### src/rtl/tiny_ifft.sv
// 4-point inverse FFT receiver: locks to the serialized spectrum stream and emits 4 time samples (x/4, truncated).
// Latency: sample 0 is valid one cycle after word 7 of a frame is accepted.
// Backpressure: none on the input side; out_ready stalls only the output buffer, and a frame completing while the buffer is busy is dropped (ovf).
// Optional: define TINY_IFFT_CHECK_EN to flag spectra that cannot come from a real 4-point signal (reported on sync_err).
module tiny_ifft #(
  parameter int IN_W  = 6,
  parameter int OUT_W = 4
) (
  input  logic                    clk,
  input  logic                    reset,
  input  logic                    in_valid,
  input  logic                    in_sof,
  input  logic                    in_re,
  input  logic signed [IN_W-1:0]  in_data,
  input  logic                    out_ready,
  output logic                    out_valid,
  output logic signed [OUT_W-1:0] out_data,
  output logic [1:0]              out_idx,
  output logic                    out_last,
  output logic                    locked,
  output logic                    sync_err,
  output logic                    ovf
);

  // Two guard bits so a sum of four operands can never overflow.
  localparam int SW = IN_W + 2;

  localparam logic [0:0] HUNT    = 1'b0;
  localparam logic [0:0] CAPTURE = 1'b1;

  logic [0:0]              state;
  logic [2:0]              cnt;
  logic signed [IN_W-1:0]  w [0:7];

  logic signed [OUT_W-1:0] samp [0:3];
  logic                    busy;
  logic [1:0]              idx;

  logic frame_start;
  logic restart;
  logic bad;
  logic store;
  logic frame_done;
  logic chk_fail;

  logic signed [SW-1:0]    e0r, e1r, e1i, e2r, e3r, e3i;
  logic signed [SW-1:0]    s  [0:3];
  logic signed [SW-1:0]    sh [0:3];
  logic signed [OUT_W-1:0] x  [0:3];

  logic xfer;
  logic xfer_last;
  logic buf_free;

  function automatic logic signed [SW-1:0] sx(input logic signed [IN_W-1:0] v);
    return {{2{v[IN_W-1]}}, v};
  endfunction

  // Classify the incoming word: start of frame, restart, framing error or ordinary store.
  always_comb begin
    frame_start = 1'b0;
    restart     = 1'b0;
    bad         = 1'b0;
    store       = 1'b0;
    if (in_valid) begin
      if (state == HUNT) begin
        frame_start = in_sof;
      end else if (in_sof && cnt != 3'd0) begin
        restart     = 1'b1;
        frame_start = 1'b1;
      end else if ((in_re != ~cnt[0]) || (cnt == 3'd0 && !in_sof)) begin
        bad = 1'b1;
      end else begin
        store = 1'b1;
      end
    end
  end

  assign frame_done = store && (cnt == 3'd7);

  // Inverse DFT on the completing frame; word 7 (X3i) is taken straight from the input.
  always_comb begin
    e0r = sx(w[0]);
    e1r = sx(w[2]);
    e1i = sx(w[3]);
    e2r = sx(w[4]);
    e3r = sx(w[6]);
    e3i = sx(in_data);
    s[0] = e0r + e2r + e1r + e3r;
    s[1] = e0r - e2r - e1i + e3i;
    s[2] = e0r + e2r - e1r - e3r;
    s[3] = e0r - e2r + e1i - e3i;
    for (int n = 0; n < 4; n++) begin
      sh[n] = s[n] >>> 2;
      x[n]  = sh[n][OUT_W-1:0];
    end
  end

`ifdef TINY_IFFT_CHECK_EN
  // A real time signal has purely real DC/Nyquist bins, conjugate-symmetric X1/X3 and sums divisible by 4.
  assign chk_fail = frame_done &&
                    ((w[1] != '0) || (w[5] != '0) ||
                     (e1r != e3r) || (e1i != -e3i) ||
                     ((s[0][1:0] | s[1][1:0] | s[2][1:0] | s[3][1:0]) != 2'b00));
`else
  assign chk_fail = 1'b0;
`endif

  // Frame sync state machine and word capture.
  always_ff @(posedge clk) begin
    if (reset) begin
      state  <= HUNT;
      cnt    <= 3'd0;
      locked <= 1'b0;
      for (int i = 0; i < 8; i++) w[i] <= '0;
    end else if (frame_start) begin
      w[0]   <= in_data;
      cnt    <= 3'd1;
      state  <= CAPTURE;
      locked <= 1'b1;
    end else if (bad) begin
      state  <= HUNT;
      cnt    <= 3'd0;
      locked <= 1'b0;
    end else if (store) begin
      w[cnt] <= in_data;
      cnt    <= cnt + 3'd1;
    end
  end

  assign xfer      = busy && out_ready;
  assign xfer_last = xfer && (idx == 2'd3);
  // The buffer can take a new frame if empty or if its last sample leaves this cycle.
  assign buf_free  = !busy || xfer_last;

  // Output buffer, handshake and the one-cycle status pulses.
  always_ff @(posedge clk) begin
    if (reset) begin
      busy     <= 1'b0;
      idx      <= 2'd0;
      sync_err <= 1'b0;
      ovf      <= 1'b0;
      for (int i = 0; i < 4; i++) samp[i] <= '0;
    end else begin
      sync_err <= restart || bad || chk_fail;
      ovf      <= frame_done && !buf_free;
      if (frame_done && buf_free) begin
        for (int i = 0; i < 4; i++) samp[i] <= x[i];
        busy <= 1'b1;
        idx  <= 2'd0;
      end else if (xfer_last) begin
        busy <= 1'b0;
        idx  <= 2'd0;
      end else if (xfer) begin
        idx <= idx + 2'd1;
      end
    end
  end

  assign out_valid = busy;
  assign out_idx   = idx;
  assign out_data  = busy ? samp[idx] : '0;
  assign out_last  = busy && (idx == 2'd3);

endmodule

### config.mk
export PLATFORM = sky130hd
export DESIGN_NAME = tiny_ifft
export DESIGN_NICKNAME = d
export VERILOG_FILES = /design/src/rtl/tiny_ifft.sv
export SDC_FILE = /design/constraint.sdc
export NUM_CORES = 1
export LEC_CHECK = 0
export CORE_MARGIN = 4
export CORE_UTILIZATION = 30
export DETAILED_ROUTE_END_ITERATION = 12
export MAX_ROUTING_LAYER = met4
export PLACE_DENSITY = 0.45
export SLEW_MARGIN = 20
export SYNTH_ARGS = -nofsm -noshare
export SYNTH_HDL_FRONTEND = slang
export SYNTH_SLANG_ARGS = --single-unit
### constraint.sdc
create_clock -name clk -period 3.65 [get_ports clk]
set_clock_uncertainty 0.15 [all_clocks]
set_input_delay 0.73 -clock clk [delete_from_list [all_inputs] [get_ports clk]]
set_output_delay 0.73 -clock clk [all_outputs]
set_load 0.02 [all_outputs]
# Yosys cells after proc, flatten, opt, wreduce, memory -nomap -nowiden
# Memories as Yosys holds them, arrays and structs flattened. A register that Yosys moved wholly into a read port is not among the register bits.
# Cells that the tools add are included.
word_totals:
  ramBits: 64
  output_inout_bits: 11
  latchBits: 0
  register_bits: 9
  in_bits: 12
  romBits: 0
  mem_count: 2
  wordCells: 96
memory_table:
  columns: ["memory", "depth", "word_bits", "rd", "rd_clocked_by_memory_dff", "wr", "line_no", "source"]
  rows:
  - ["w", 8, 6, 5, 0, 8, "33", "logic signed [IN_W-1:0] w [0:7];"]
  - ["samp", 4, 4, 1, 1, 4, "35", "logic signed [OUT_W-1:0] samp [0:3];"]
op_classes:
  shift: 0
  bitwise_logic: 6
  n_lt_le_gt_ge: 0
  div_mod_pow: 0
  add_sub_neg: 12
  mux: 44
  eq_ne: 3
  n_mul: 0
  reduce_logical: 22
ops:
  columns: ["op", "count"]
  rows:
  - ["1-bit two-way mux", 34]
  - ["6-bit adder", 5]
  - ["6-bit subtractor", 5]
  - ["4-bit two-way mux", 5]
  - ["6-bit two-way mux", 2]
  - ["1-bit logical AND", 8]
  - ["3-bit nonzero test", 2]
  - ["3-bit OR reduction", 2]
  - ["6-bit OR reduction", 1]
  - ["1-bit bitwise OR", 5]
  - ["2-bit two-way mux", 2]
  - ["2-bit nonzero test", 2]
  - ["3-bit by 1-bit adder with 3-bit output (second input constant)", 1]
  - ["3-bit == test (second input constant)", 1]
  - ["1-bit zero test", 3]
  - ["3-bit zero test", 1]
  - ["1-bit logical OR", 3]
  - ["3-bit two-way mux", 1]
  - ["2-bit by 1-bit adder with 2-bit output (second input constant)", 1]
  - ["2-bit == test (second input constant)", 1]
  - ["1-bit inequality test", 1]
  - ["1-bit inverter", 1]

# Longest topological paths before layout
# Gate-level depths: netlist of the first run.
depth:
  ltp_word: 14
  depth_mapped: 15
  depth_no_buf: 15

# Worst setup path after synthesis of the first run
# OpenSTA, ideal clock, no wires.
synth_timing:
  path_type: "register to register"
  startpoint: "memory w[0][0]"
  endpoint: "memory samp[1][3] (data pin)"
  stages_incl_launch_ff: 16
  path_buffers: 0
  path_slack_ns: 0.219
  required_time_ns: 3.238
  arrival_time_ns: 3.019
  period_less_slack_ns: 3.431
  setup_time_ns: 0.262
  cell_sequence: "edfxtp_1 inv_1 ha_1 inv_1 fa_1 a21o_1 a21oi_1 xnor2_1 fa_1 inv_1 ha_1 nand3b_1 a21oi_1 nand4b_1 nor2b_1 mux2_1"
synth_rtl:
  columns: ["element", "line_no"]
  rows:
  - ["start: declaration", "33"]
  - ["end: declaration", "35"]

==> results of run 1 <==
## worst max path at each step
stage                  from    endpoint  slack [ns]
global route        w[0][0]  samp[1][3]       -0.09
finish              w[0][1]  samp[1][3]        0.10
detailed placement  w[0][0]  samp[1][3]       -0.06
global placement    w[0][0]  samp[1][3]       -0.01
floorplan           w[0][0]  samp[1][3]        0.22
CTS                 w[0][0]  samp[1][3]        0.05
## cell usage after synthesis (2+ instances only)
| library cell | number |
|---|---|
| a211oi_1 | 2 |
| a21o_1 | 4 |
| a21oi_1 | 21 |
| a22oi_1 | 2 |
| a31oi_1 | 7 |
| and2_1 | 28 |
| clkbuf_1 | 2 |
| dfxtp_1 | 11 |
| edfxtp_1 | 46 |
| fa_1 | 18 |
| ha_1 | 34 |
| inv_1 | 54 |
| mux2i_1 | 2 |
| mux4_2 | 4 |
| nand2_1 | 10 |
| nand2b_1 | 2 |
| nand3_1 | 5 |
| nand3b_1 | 2 |
| nand4b_1 | 3 |
| nor2_1 | 26 |
| nor2b_1 | 4 |
| nor3_1 | 6 |
| nor3_2 | 2 |
| nor3b_1 | 3 |
| nor4_1 | 9 |
| o21ai_0 | 4 |
| or2_1 | 2 |
| or2_2 | 4 |
| xnor2_1 | 15 |
| xnor3_1 | 2 |
| xor2_1 | 8 |
## metal layers
| metal | vias up | track usage | share of wire |
|---|---|---|---|
| met2 | 41 | 0.211 | 0.49 |
| met3 | 9 | 0.0363 | 0.029 |
| met1 | 1293 | 0.168 | 0.47 |
| met4 | 0 | 0.0424 | 0.0098 |
| met5 | - | - | 0 |
| li1 | 1350 | - | - |
## layout make-up
cell class | count | area, µm²
repair buffers | 43 | 378
fillers | 1360 | 8260
multi-input cells | 249 | 2280
clock buffers | 13 | 260
clock inverters | 3 | 40.0
inverters | 54 | 203
well taps | 176 | 220
flip-flops and latches | 57 | 1600
## what timing repair did
item,4_1_cts,5_1_grt
setup endpoints to repair,1,6
pin swaps,0,9
cloned,0,0
hold endpoints to repair,0,0
gates resized for setup,3,12
buffers inserted,0,2
## power groups by stage
stage          Clock, mW  Sequential (mW)  Combinational (mW)
6_report           0.845            0.742               0.666
5_1_grt            0.893            0.745               0.754
4_1_cts            0.865            0.742               0.646
3_5_place_dp           0            0.755               0.629
3_3_place_gp           0            0.755               0.622
2_1_floorplan          0            0.749               0.446
## critical path: cells and delay by family, from the launching register on
kind                     cells  cell delay, ns
flip-flops                   1            0.49
buffers and inverters        1            0.06
AO/OA/AOI/OAI                2            0.22
adder cells (fa/ha/maj)      3            1.21
AND/OR/NAND/NOR              6            0.90
multiplexers                 1            0.27
## sequential cells by signal (all words and copies together), names as in the netlist, named ones only
register	flops
w	30
samp	16
cnt	3
out_idx	2
out_valid	1
ovf	1
state	1
sync_err	1
## logic make-up (layout without fill, tap and decap cells)
| family | Yosys count | after routing | share of synthesized area |
|---|---|---|---|
| simple gates | 116 | 116 | 0.176 |
| buf+inv | 60 | 113 | 0.0588 |
| compound gates | 48 | 48 | 0.0792 |
| xor+xnor | 26 | 26 | 0.0650 |
| flops | 57 | 57 | 0.396 |
| mux | 7 | 7 | 0.0300 |
| fa+ha+maj | 52 | 52 | 0.194 |
## per-stage QoR
stage | utilization | hold WS, ns | area (µm²) | total power, mW | cells
after global routing | 0.376 | 0.455 | 4980 | 2.39 | 595
after floorplan | - | 0.441 | 4040 | 1.19 | 366
after CTS | 0.371 | 0.410 | 4910 | 2.25 | 593
after detailed placement | 0.347 | 0.400 | 4590 | 1.38 | 577
final | 0.376 | 0.407 | 4980 | 2.25 | 595
after global placement | 0.347 | 0.395 | 4590 | 1.38 | 577
==> reports/metrics.yaml, run 1 <==
cp.required_ns: 3.58
dieArea_um2: 15400
synth_area_leaders: "edfxtp_1 34%, ha_1 11%, fa_1 8.9%"
comb_power_share: 0.296
synthesis.nets: 430
r2r_start: "w[0][1]"
antenna_left: 0
drv_slew: 0
final_common_cell: "inv_1"
grt_util_all_layers: 0.134
yosysSeqAreaShare: 0.396
ys.flop_type: "edfxtp_1"
path_clk_slew_ns: 0.05
fin_crit_sh: 0.972
rsz0062_at_grt: "true"
synthArstFlopShare: 0
slowest_delay_ns: 0.49
power_leakage_nw: 2.05
diodes: 0
hold_viol: 0
wire_per_inst_um: 15.3
viasPerCell: 4.53
finalWorstSetupSlack_ns: 0.102
yosys_warnings: 0
routed_wirelength_um: 9130
r2r_setup_slack_ns: 0.10
fmax_ghz: 0.282
placeableCoreArea_um2: 13200
worstPathCellList: "ha_1 > nand2b_1 > a21oi_1 > nor3_1 > or2_2 > fa_1 > inv_1 > ha_1 > nor4b_2 > a21oi_1 > nand4b_1 > nor2_1 > mux2_4"
ys_seq_elements: 57
critPathSlowestCell: "edfxtp_1"
setup_viol: 0
relSlewSlack: 0.539
syn_area_um2: 4040
finalSetupTns_ns: 0
layout.nets: 478
internal-power_mw: 1.60
yosysTopAreaCell: "edfxtp_1"
drive_gt1_frac: 0.169
grt_first_pass_wirelength_um: 14700
clock-root-buffer: "clkbuf_16"
place.gp.congestion: 0.800
ctsHoldBuffers: 0
synthCells: 366
cellPowerDensity_nw_per_um2: 452
max-cap-violations: 0
end_kind: "register"
grt_max_degree: 19
io_buffers: 22
hold_path_startpoint: "state"
layout_common_cells: "52 x inv_1, 46 x edfxtp_1, 31 x ha_1"
vias: 2693
p_switching_uw: 650
drt_first_pass_iters: 4
clkSinkCount: 57
peakVddDrop_v: 0.000186
cp.arrival_ns: 3.48
start_util: 0.305
worst-slew-pin-transition_ns: 0.691
crit_type: "reg2reg"
reg2regPathDepth: 13
drc: 0
r2r-end: "samp[1][3]"
syn_avg_cell_area_um2: 11.0
cts_buffers: 9
tritoncts: "yes"
pre_cts_ws_ns: -0.0608
grt-ovfl-total: 0
period_minus_slack_ns: 3.55
antenna_found_initial: 0
hpwl_um: 7210
start_kind: "register"
hold_depth: 2
fp-row-count: 42
yosysTopAreaCellShare: 0.342
drt-initial-drc-count: 154
insertion_delay_ns: 0.33
switching_share: 0.289
ys_types: 55
chipWidth_um: 124
io_pins: 23
path_max_fanout: 4
seq_power_share: 0.329
hp-class: "reg2reg"
htree_levels: 3
area_growth_pct: 23.2
synth_edf_count: 46
grt_pass1_vias: 2782
hold-path-endpoint: "state"
status: "finished clean"
cts.path.max_buffers: 2
clock_power_share: 0.375
die_y_um: 124
Power figures use the tool's default switching activity.
==> inputs of run 2 (changes only) <==
--- a/config.mk
+++ b/config.mk
@@ -14,3 +14,4 @@
 export SYNTH_ARGS = -nofsm -noshare
 export SYNTH_HDL_FRONTEND = slang
 export SYNTH_SLANG_ARGS = --single-unit
+export TNS_END_PERCENT = 20
==> run 2 against run 1 <==
Sequential share of layout area is the same. Sequential power hardly changed. Count of clock-buffer cells in the layout is the same. Core utilization unchanged. Fmax stayed put.
==> reports/metrics.yaml, run 2 (same netlist as run 1, synthesis figures left out) <==
hold_viol: 0  # unchanged
relSlewSlack: 0.539  # unchanged
clock-root-buffer: "clkbuf_16"  # unchanged
antenna_found_initial: 0  # unchanged
fin_cells: 595  # unchanged
start_kind: "register"  # unchanged
path_max_fanout: 4  # unchanged
dp_cells: 577  # unchanged
path_clk_slew_ns: 0.05  # about the same
drive_gt1_frac: 0.169  # unchanged
hp-class: "reg2reg"  # unchanged
setup_viol: 0  # unchanged
period_minus_slack_ns: 3.55  # unchanged
largest_reg_flops: 30  # unchanged
finalWorstSetupSlack_ns: 0.102  # unchanged
end_kind: "register"  # unchanged
grt-ovfl-total: 0  # unchanged
place.gp.congestion: 0.800  # unchanged
largest_register: "w"  # unchanged
insertion_delay_ns: 0.33  # about the same
max-cap-violations: 0  # unchanged
cts.path.max_buffers: 2  # unchanged
grt_util_all_layers: 0.134  # unchanged
drv_slew: 0  # unchanged
start_util: 0.305  # unchanged
viasPerCell: 4.53  # unchanged
power_leakage_nw: 2.05  # unchanged
die_y_um: 124  # unchanged
cp.required_ns: 3.58  # about the same
fp-row-count: 42  # unchanged
worst-slew-pin-transition_ns: 0.691  # unchanged
grt_pass1_vias: 2782  # unchanged
final_common_cell: "inv_1"  # unchanged
reg.largest.list: "w: 30 flops, samp: 16 flops, cnt: 3 flops"  # unchanged
htree_levels: 3  # unchanged
clkSinkCount: 57  # unchanged
fmax_ghz: 0.282  # unchanged
tritoncts: "yes"  # unchanged
io_pins: 23  # unchanged
hpwl_um: 7210  # unchanged
area_growth_pct: 23.2  # unchanged
antenna_left: 0  # unchanged
routed_wirelength_um: 9130  # unchanged
power_mw: 2.25  # unchanged
hold-worst-slack_ns: 0.407  # unchanged
chipWidth_um: 124  # unchanged
placeableCoreArea_um2: 13200  # unchanged
pre_cts_ws_ns: -0.0608  # unchanged
wire_per_inst_um: 15.3  # unchanged
place_area_um2: 4590  # unchanged
postLayoutCellArea_um2: 4980  # unchanged
rsz0062_at_grt: "true"  # unchanged
layout_common_cells: "52 x inv_1, 46 x edfxtp_1, 31 x ha_1"  # unchanged
layout.nets: 478  # unchanged
dieArea_um2: 15400  # unchanged
drt-initial-drc-count: 154  # unchanged
crit_type: "reg2reg"  # unchanged
io_buffers: 22  # unchanged
cp.arrival_ns: 3.48  # about the same
drt_first_pass_iters: 4  # unchanged
fin_crit_sh: 0.972  # unchanged
cellPowerDensity_nw_per_um2: 452  # unchanged
ctsHoldBuffers: 0  # unchanged
status: "finished clean"  # unchanged
diodes: 0  # unchanged
cts_buffers: 9  # unchanged
peakVddDrop_v: 0.000186  # unchanged
grt_first_pass_wirelength_um: 14700  # unchanged
vias: 2693  # unchanged
drc: 0  # unchanged
grt_max_degree: 19  # unchanged
run 2: cell counts in the layout (fill, tap and decap cells not counted):
No cell type changed its count.
run 2: per-layer routing:
metal	global-route usage	routed length, µm	share of wire	vias up
li1	-	-	-	1350
met1	0.168	4290	0.47	1293
met2	0.211	4480	0.49	41
met3	0.0363	266	0.029	9
met4	0.0424	89	0.0098	0
met5	-	0	0	-
run 2: where the power goes:
| group | switching (mW) | total [mW] | internal [mW] | leakage, nW |
|---|---|---|---|---|
| Sequential | 0.0171 | 0.742 | 0.725 | 0.566 |
| Clock | 0.283 | 0.845 | 0.562 | 0.150 |
| Combinational | 0.351 | 0.666 | 0.316 | 1.34 |
run 2: timing repair:
action / CTS / global route
endpoints found under the setup margin: 1 / 6
setup buffers: 0 / 2
resized for setup: 3 / 12
pin swaps: 0 / 9
run 2: final cells by class:
class / count / area (µm²)
Inverter: 54 / 203
Timing Repair Buffer: 43 / 378
Tap cell: 176 / 220
Clock buffer: 13 / 260
Fill cell: 1360 / 8260
Multi-Input combinational cell: 249 / 2280
Clock inverter: 3 / 40.0
Sequential cell: 57 / 1600
run 2: final timing paths:
path	cells past startpoint	startpoint	slack, ns	endpoint
max	13	w[0][1]	0.10	samp[1][3]
min	2	state	0.41	state
max reg2reg	13	w[0][1]	0.10	samp[1][3]
min reg2reg	2	state	0.41	state
run 2: worst max-delay path, cell delays in order (launching register included):
cell and delay, ns:
edfxtp_1 0.49, ha_1 0.35, nand2b_1 0.08, a21oi_1 0.16, nor3_1 0.06, or2_2 0.33, fa_1 0.49, inv_1 0.06
ha_1 0.37, nor4b_2 0.26, a21oi_1 0.06, nand4b_1 0.11, nor2_1 0.06, mux2_4 0.27
run 2: stage by stage:
stage           util  TNS (ns)
5_1_grt        0.376    -0.258
4_1_cts        0.371         0
3_3_place_gp   0.347   -0.0116
6_report       0.376         0
3_5_place_dp   0.347   -0.0608
2_1_floorplan      -         0
